===== config.mk =====
export PLATFORM = sky130hd
export DESIGN_NAME = grid_store
export DESIGN_NICKNAME = d
export VERILOG_FILES = /design/src/rtl/grid_store.sv
export SDC_FILE = /design/constraint.sdc
export NUM_CORES = 2
export LEC_CHECK = 0
export CAP_MARGIN = 10
export CELL_PAD_IN_SITES_DETAIL_PLACEMENT = 1
export CELL_PAD_IN_SITES_GLOBAL_PLACEMENT = 1
export CORE_ASPECT_RATIO = 1.5
export CORE_MARGIN = 5
export CORE_UTILIZATION = 45
export CTS_CLUSTER_DIAMETER = 100
export CTS_CLUSTER_SIZE = 24
export DETAILED_ROUTE_END_ITERATION = 10
export PLACE_DENSITY_LB_ADDON = 0.1
export SETUP_SLACK_MARGIN = 0.2
export SYNTH_ARGS = -nofsm -noshare
export SYNTH_HDL_FRONTEND = slang
export SYNTH_SLANG_ARGS = --single-unit

===== constraint.sdc =====
create_clock -name clock -period 23.9 [get_ports clock]
set_clock_uncertainty 0.15 [all_clocks]
set_input_delay 7.17 -clock clock [delete_from_list [all_inputs] [get_ports clock]]
set_output_delay 7.17 -clock clock [all_outputs]
set_load 0.01 [all_outputs]

===== src/rtl/grid_store.sv =====
// grid_store: 40x30 level grid of 3-bit cells. Port A is read/write, port B is read-only.
//   After reset the grid is filled with the default map (wall border, air interior).
//   A live count of cells holding ENEMY is kept.
// Latency: fill takes GRID_W*GRID_H cycles after reset; reads are 1 cycle; enemy_count
//   reflects an accepted write one cycle after the write edge.
// Backpressure: none. Port A writes issued during the fill are dropped, and ready reports
//   when the grid is usable.
// Ports: clock/resetn; ready; a_x/a_y/a_write/a_in -> a_out; b_x/b_y -> b_out; enemy_count.
module grid_store #(
    parameter int         GRID_W  = 40,
    parameter int         GRID_H  = 30,
    parameter logic [2:0] AIR     = 3'd0,
    parameter logic [2:0] WALL    = 3'd1,
    parameter logic [2:0] ENEMY   = 3'd4,
    parameter int         COUNT_W = 8
) (
    input  logic               clock,
    input  logic               resetn,
    output logic               ready,
    input  logic [5:0]         a_x,
    input  logic [4:0]         a_y,
    input  logic               a_write,
    input  logic [2:0]         a_in,
    output logic [2:0]         a_out,
    input  logic [5:0]         b_x,
    input  logic [4:0]         b_y,
    output logic [2:0]         b_out,
    output logic [COUNT_W-1:0] enemy_count
);

    localparam int           CELLS  = GRID_W * GRID_H;
    localparam logic [10:0]  W11    = 11'(GRID_W);
    localparam logic [6:0]   X_LIM  = 7'(GRID_W);
    localparam logic [5:0]   Y_LIM  = 6'(GRID_H);
    localparam logic [5:0]   X_LAST = 6'(GRID_W - 1);
    localparam logic [4:0]   Y_LAST = 5'(GRID_H - 1);
    localparam logic [COUNT_W-1:0] CNT_MAX = '1;

    typedef enum logic {S_INIT, S_READY} state_t;

    state_t state_q, state_d;
    logic [5:0]         fill_x_q, fill_x_d;
    logic [4:0]         fill_y_q, fill_y_d;
    logic [2:0]         a_out_q, a_out_d;
    logic [2:0]         b_out_q, b_out_d;
    logic               pend_inc_q, pend_inc_d;
    logic               pend_dec_q, pend_dec_d;
    logic [COUNT_W-1:0] count_q, count_d;

    logic [2:0] mem [CELLS];

    logic [10:0] a_addr, b_addr, fill_addr;
    logic        a_in_rng, b_in_rng;
    logic [2:0]  a_cell, b_cell;
    logic        fill_last, fill_border;
    logic        a_accept;
    logic        mem_we;
    logic [10:0] mem_wa;
    logic [2:0]  mem_wd;

    // Addressing: y*GRID_W + x at full 11-bit width, range check on raw coordinates.
    always_comb begin
        a_addr    = {6'b0, a_y} * W11 + {5'b0, a_x};
        b_addr    = {6'b0, b_y} * W11 + {5'b0, b_x};
        fill_addr = {6'b0, fill_y_q} * W11 + {5'b0, fill_x_q};
        a_in_rng  = ({1'b0, a_x} < X_LIM) && ({1'b0, a_y} < Y_LIM);
        b_in_rng  = ({1'b0, b_x} < X_LIM) && ({1'b0, b_y} < Y_LIM);
        // The array is written at the edge, so this read already holds the value written
        // by the previous cycle: back-to-back writes to one cell see the correct old value.
        a_cell    = a_in_rng ? mem[a_addr] : WALL;
        b_cell    = b_in_rng ? mem[b_addr] : WALL;
        fill_last   = (fill_x_q == X_LAST) && (fill_y_q == Y_LAST);
        fill_border = (fill_x_q == 6'd0) || (fill_x_q == X_LAST) ||
                      (fill_y_q == 5'd0) || (fill_y_q == Y_LAST);
        a_accept  = (state_q == S_READY) && a_write && a_in_rng;
    end

    // Single write port: the fill owns it during INIT, port A afterwards.
    always_comb begin
        mem_we = 1'b0;
        mem_wa = '0;
        mem_wd = AIR;
        if (state_q == S_INIT) begin
            mem_we = 1'b1;
            mem_wa = fill_addr;
            mem_wd = fill_border ? WALL : AIR;
        end else if (a_accept) begin
            mem_we = 1'b1;
            mem_wa = a_addr;
            mem_wd = a_in;
        end
    end

    always_ff @(posedge clock) begin
        if (mem_we) begin
            mem[mem_wa] <= mem_wd;
        end
    end

    // FSM: state register
    always_ff @(posedge clock or negedge resetn) begin
        if (!resetn) begin
            state_q <= S_INIT;
        end else begin
            state_q <= state_d;
        end
    end

    // FSM: next state. READY is only left through reset.
    always_comb begin
        state_d = state_q;
        if (state_q == S_INIT && fill_last) begin
            state_d = S_READY;
        end
    end

    // FSM: outputs
    always_comb begin
        ready = (state_q == S_READY);
    end

    // Datapath next-state
    always_comb begin
        fill_x_d   = fill_x_q;
        fill_y_d   = fill_y_q;
        a_out_d    = 3'd0;
        b_out_d    = 3'd0;
        pend_inc_d = 1'b0;
        pend_dec_d = 1'b0;
        count_d    = count_q;

        if (state_q == S_INIT) begin
            if (fill_x_q == X_LAST) begin
                fill_x_d = 6'd0;
                fill_y_d = (fill_y_q == Y_LAST) ? 5'd0 : fill_y_q + 5'd1;
            end else begin
                fill_x_d = fill_x_q + 6'd1;
            end
        end else begin
            a_out_d = a_cell;
            b_out_d = b_cell;
        end

        // Old/new comparison is captured at the write edge, applied one edge later.
        if (a_accept) begin
            pend_inc_d = (a_cell != ENEMY) && (a_in == ENEMY);
            pend_dec_d = (a_cell == ENEMY) && (a_in != ENEMY);
        end

        if (pend_inc_q && count_q != CNT_MAX) begin
            count_d = count_q + COUNT_W'(1);
        end else if (pend_dec_q && count_q != '0) begin
            count_d = count_q - COUNT_W'(1);
        end
    end

    always_ff @(posedge clock or negedge resetn) begin
        if (!resetn) begin
            fill_x_q   <= 6'd0;
            fill_y_q   <= 5'd0;
            a_out_q    <= 3'd0;
            b_out_q    <= 3'd0;
            pend_inc_q <= 1'b0;
            pend_dec_q <= 1'b0;
            count_q    <= '0;
        end else begin
            fill_x_q   <= fill_x_d;
            fill_y_q   <= fill_y_d;
            a_out_q    <= a_out_d;
            b_out_q    <= b_out_d;
            pend_inc_q <= pend_inc_d;
            pend_dec_q <= pend_dec_d;
            count_q    <= count_d;
        end
    end

    assign a_out       = a_out_q;
    assign b_out       = b_out_q;
    assign enemy_count = count_q;

endmodule

==> flow_metrics.tcl <==
set metrics [dict create \
    status "complete, but fails checks" \
    violations "capacitance limit, slew limit" \
    first_pass_iters 6 \
    hold_path.class "flop to flop" \
    arrival_ns 13.70 \
    cts_resized 0 \
    syn_avg_cell_area_sq_um 18.45 \
    syn2layout_area_growth_pct 6.444 \
    syn_area_sq_um 173600 \
    cts-buffers-inserted 178 \
    cts.sinks 3628 \
    vias 102636 \
    worstSetupStartpointType "input port" \
    synth-edff-count 3600 \
    grtUsageTotal_pct 33.35 \
    yosys-top-cells-area "edfxtp_1 62%, mux4_2 25%, nor2_1 2.8%" \
    grt_pass1_wl_microns 911400 \
    grt_pass1_vias 106311 \
    hold_buffers 0 \
    hold_violations 0 \
    drv_cap 3 \
    drv_slew 3 \
    antenna_left 0 \
    dp_slack_ns 9.987 \
    clkTransAtPathRegs_ns 0.10 \
    clk_latency_ns 0.93 \
    wl_microns 669400 \
    num_io_pins 43 \
    gp_congestion 0.9184 \
    fin_crit_sh_pct 55.50 \
    synth-adder-area-share_pct 0.3546 \
    yosys.area.top_type "edfxtp_1" \
    synth_top_area_share_pct 62.28 \
    dp_hpwl_microns 431700 \
    yosysUniqueCellTypes 74 \
    synthArstFlopShare_pct 0.7718 \
    rsz0062_at_grt "false" \
    power.leakage_nw 50.98 \
    rr_worst_depth 8 \
    peakVddDrop_v 0.00005993 \
    layout_common_cells "3600 x edfxtp_1, 1903 x mux4_2, 1273 x nor2_1, 463 x mux2i_1, 304 x buf_4" \
    h-tree-depth 4 \
    synth_xor_area_share_pct 0.1917 \
    p_per_area_nw_per_um2 61.76 \
    synth_ff_type "edfxtp_1" \
    post-route-drc-count 0 \
    ys_warn_count 0 \
    finalPower_mw 11.41 \
    fin_crit_ns 13.27 \
    antenna_found_initial 54 \
    overflow 0 \
    via_per_inst 7.202 \
    crit_fanout 210 \
    clock_path_buffers 4 \
    synthSimpleGateAreaFrac_pct 4.027 \
    dieHeight_microns 770.7 \
    grt_max_degree 215 \
    synth_fp_nets 9483 \
    reg2reg_slack_ns 18.03 \
    yosysSeqAreaShare_pct 62.68 \
    final_common_cell "edfxtp_1" \
    drt-initial-drc-count 13778 \
    die_x_microns 517.1 \
    muxShareOfSynthArea_pct 27.49 \
    required_ns 24.34 \
    setup_slack_ns 10.63 \
    synth_compound_area_share_pct 2.992 \
    dieArea_sq_um 398500 \
    maxSlewHeadroom_pct -1.700 \
    end_kind "flop" \
    start_util_pct 45.12 \
    cts_tree "done" \
    clock.fmax_ghz 0.07539 \
    hold_depth 1 \
    rows 279 \
    crit_type "input port to flop" \
    synth-seq-cells 3628 \
    final_util_pct 48.03 \
    drive_gt1_share_pct 27.93 \
    portBuffers 42 \
    fin_nets 9198 \
    synth_top_family_by_area "multiplexers" \
    synth_cells 9410 \
    postCtsSetupBuffers 0 \
    wire_per_inst_microns 46.97 \
    setup_viol 0 \
    cts-root-buf "clkbuf_16" \
    tightest_slew_ns 1.522 \
    coreArea_sq_um 384700 \
]
[cell type report]
| class | instances | area [sq um] |
|---|---|---|
| fillers | 34875 | 199900 |
| multi-input cells | 4927 | 61510 |
| inverters | 18 | 67.56 |
| flip-flops and latches | 3628 | 108800 |
| diodes | 39 | 97.59 |
| clock buffers | 203 | 4591 |
| clock inverters | 6 | 77.57 |
| well taps | 5058 | 6329 |
| repair buffers | 372 | 3286 |
[metrics by stage]
stage          std cells  setup TNS (ns)  cell area [sq um]  hold WS [ns]
2_1_floorplan       9410        -3242.82             173600        0.3676
3_3_place_gp       13995               0             179800        0.3636
3_5_place_dp       14001               0             180000        0.3817
4_1_cts            14210               0             184600        0.3954
5_1_grt            14216               0             184700        0.4408
6_report           14251               0             184800        0.3933
[per-layer routing]
| metal | global-route usage [%] | share of wire [%] |
|---|---|---|
| met1 | 40.69 | 34 |
| met2 | 55.24 | 50 |
| met3 | 6.574 | 8.9 |
| met4 | 19.82 | 7.2 |
| met5 | 0 | 0.032 |
[power by group]
group | total, mW | switching, mW | internal, mW
logic | 1.11 | 0.817 | 0.296
registers | 6.87 | 0 | 6.87
clock network | 3.42 | 2.05 | 1.37
total | 11.4 | 2.87 | 8.54
[critical path: stages]
cell and delay (ns):
clkdlybuf4s50_1 0.48, o21a_1 0.21, a41oi_1 1.08, and3_1 0.29
buf_4 0.28, and2_4 0.55, buf_4 0.76, buf_12 0.75
buf_4 0.86, buf_4 0.90
[cell usage after synthesis, drive strengths merged, types with 5 or more instances]
cell type	n
o22a	21
and2	14
clkbuf	454
a21o	9
dfrtp	28
edfxtp	3600
a221oi	28
nor4	33
xnor2	25
a31oi	21
nor3	38
o22ai	142
a41oi	5
nand2	168
mux2	20
nand4	27
a211oi	17
nor2b	28
or3b	6
xor2	13
o221ai	20
mux2i	463
buf	383
o211ai	13
a22oi	253
nor2	1283
o21ai	52
ha	38
mux4	1903
fa	7
inv	18
and3	6
a21oi	110
nand3	66
a22o	22
nand3b	7
nand2b	6
[cells by family (layout without fill, tap and decap cells)]
kind of cell               after synthesis  count (layout)
muxes                                 2386            2386
buffers and inverters                  855             599
DFF                                   3628            3628
AOI/OAI and AO/OA                      751             751
and+or+nand+nor                       1707            1707
xor gates and xnor gates                38              38
adders and majority gates               45              45
other                                    0              39
[final timing paths]
path                             endpoint      startpoint
setup / recovery              mem[651][2]          a_x[3]
hold / removal             enemy_count[7]  enemy_count[7]
setup reg to reg              mem[651][2]           ready
hold reg to reg            enemy_count[7]  enemy_count[7]
max in group asynchronous     fill_x_q[5]          resetn
min in group asynchronous  enemy_count[6]          resetn
[flip-flops by register name (all words and copies together), names as in the netlist]
register	flops
pend_inc_q	1
mem	3600
pend_dec_q	1
a_out	3
fill_y_q	5
enemy_count	8
ready	1
b_out	3
fill_x_q	6
No activity file was read; power rests on OpenSTA's default activity.
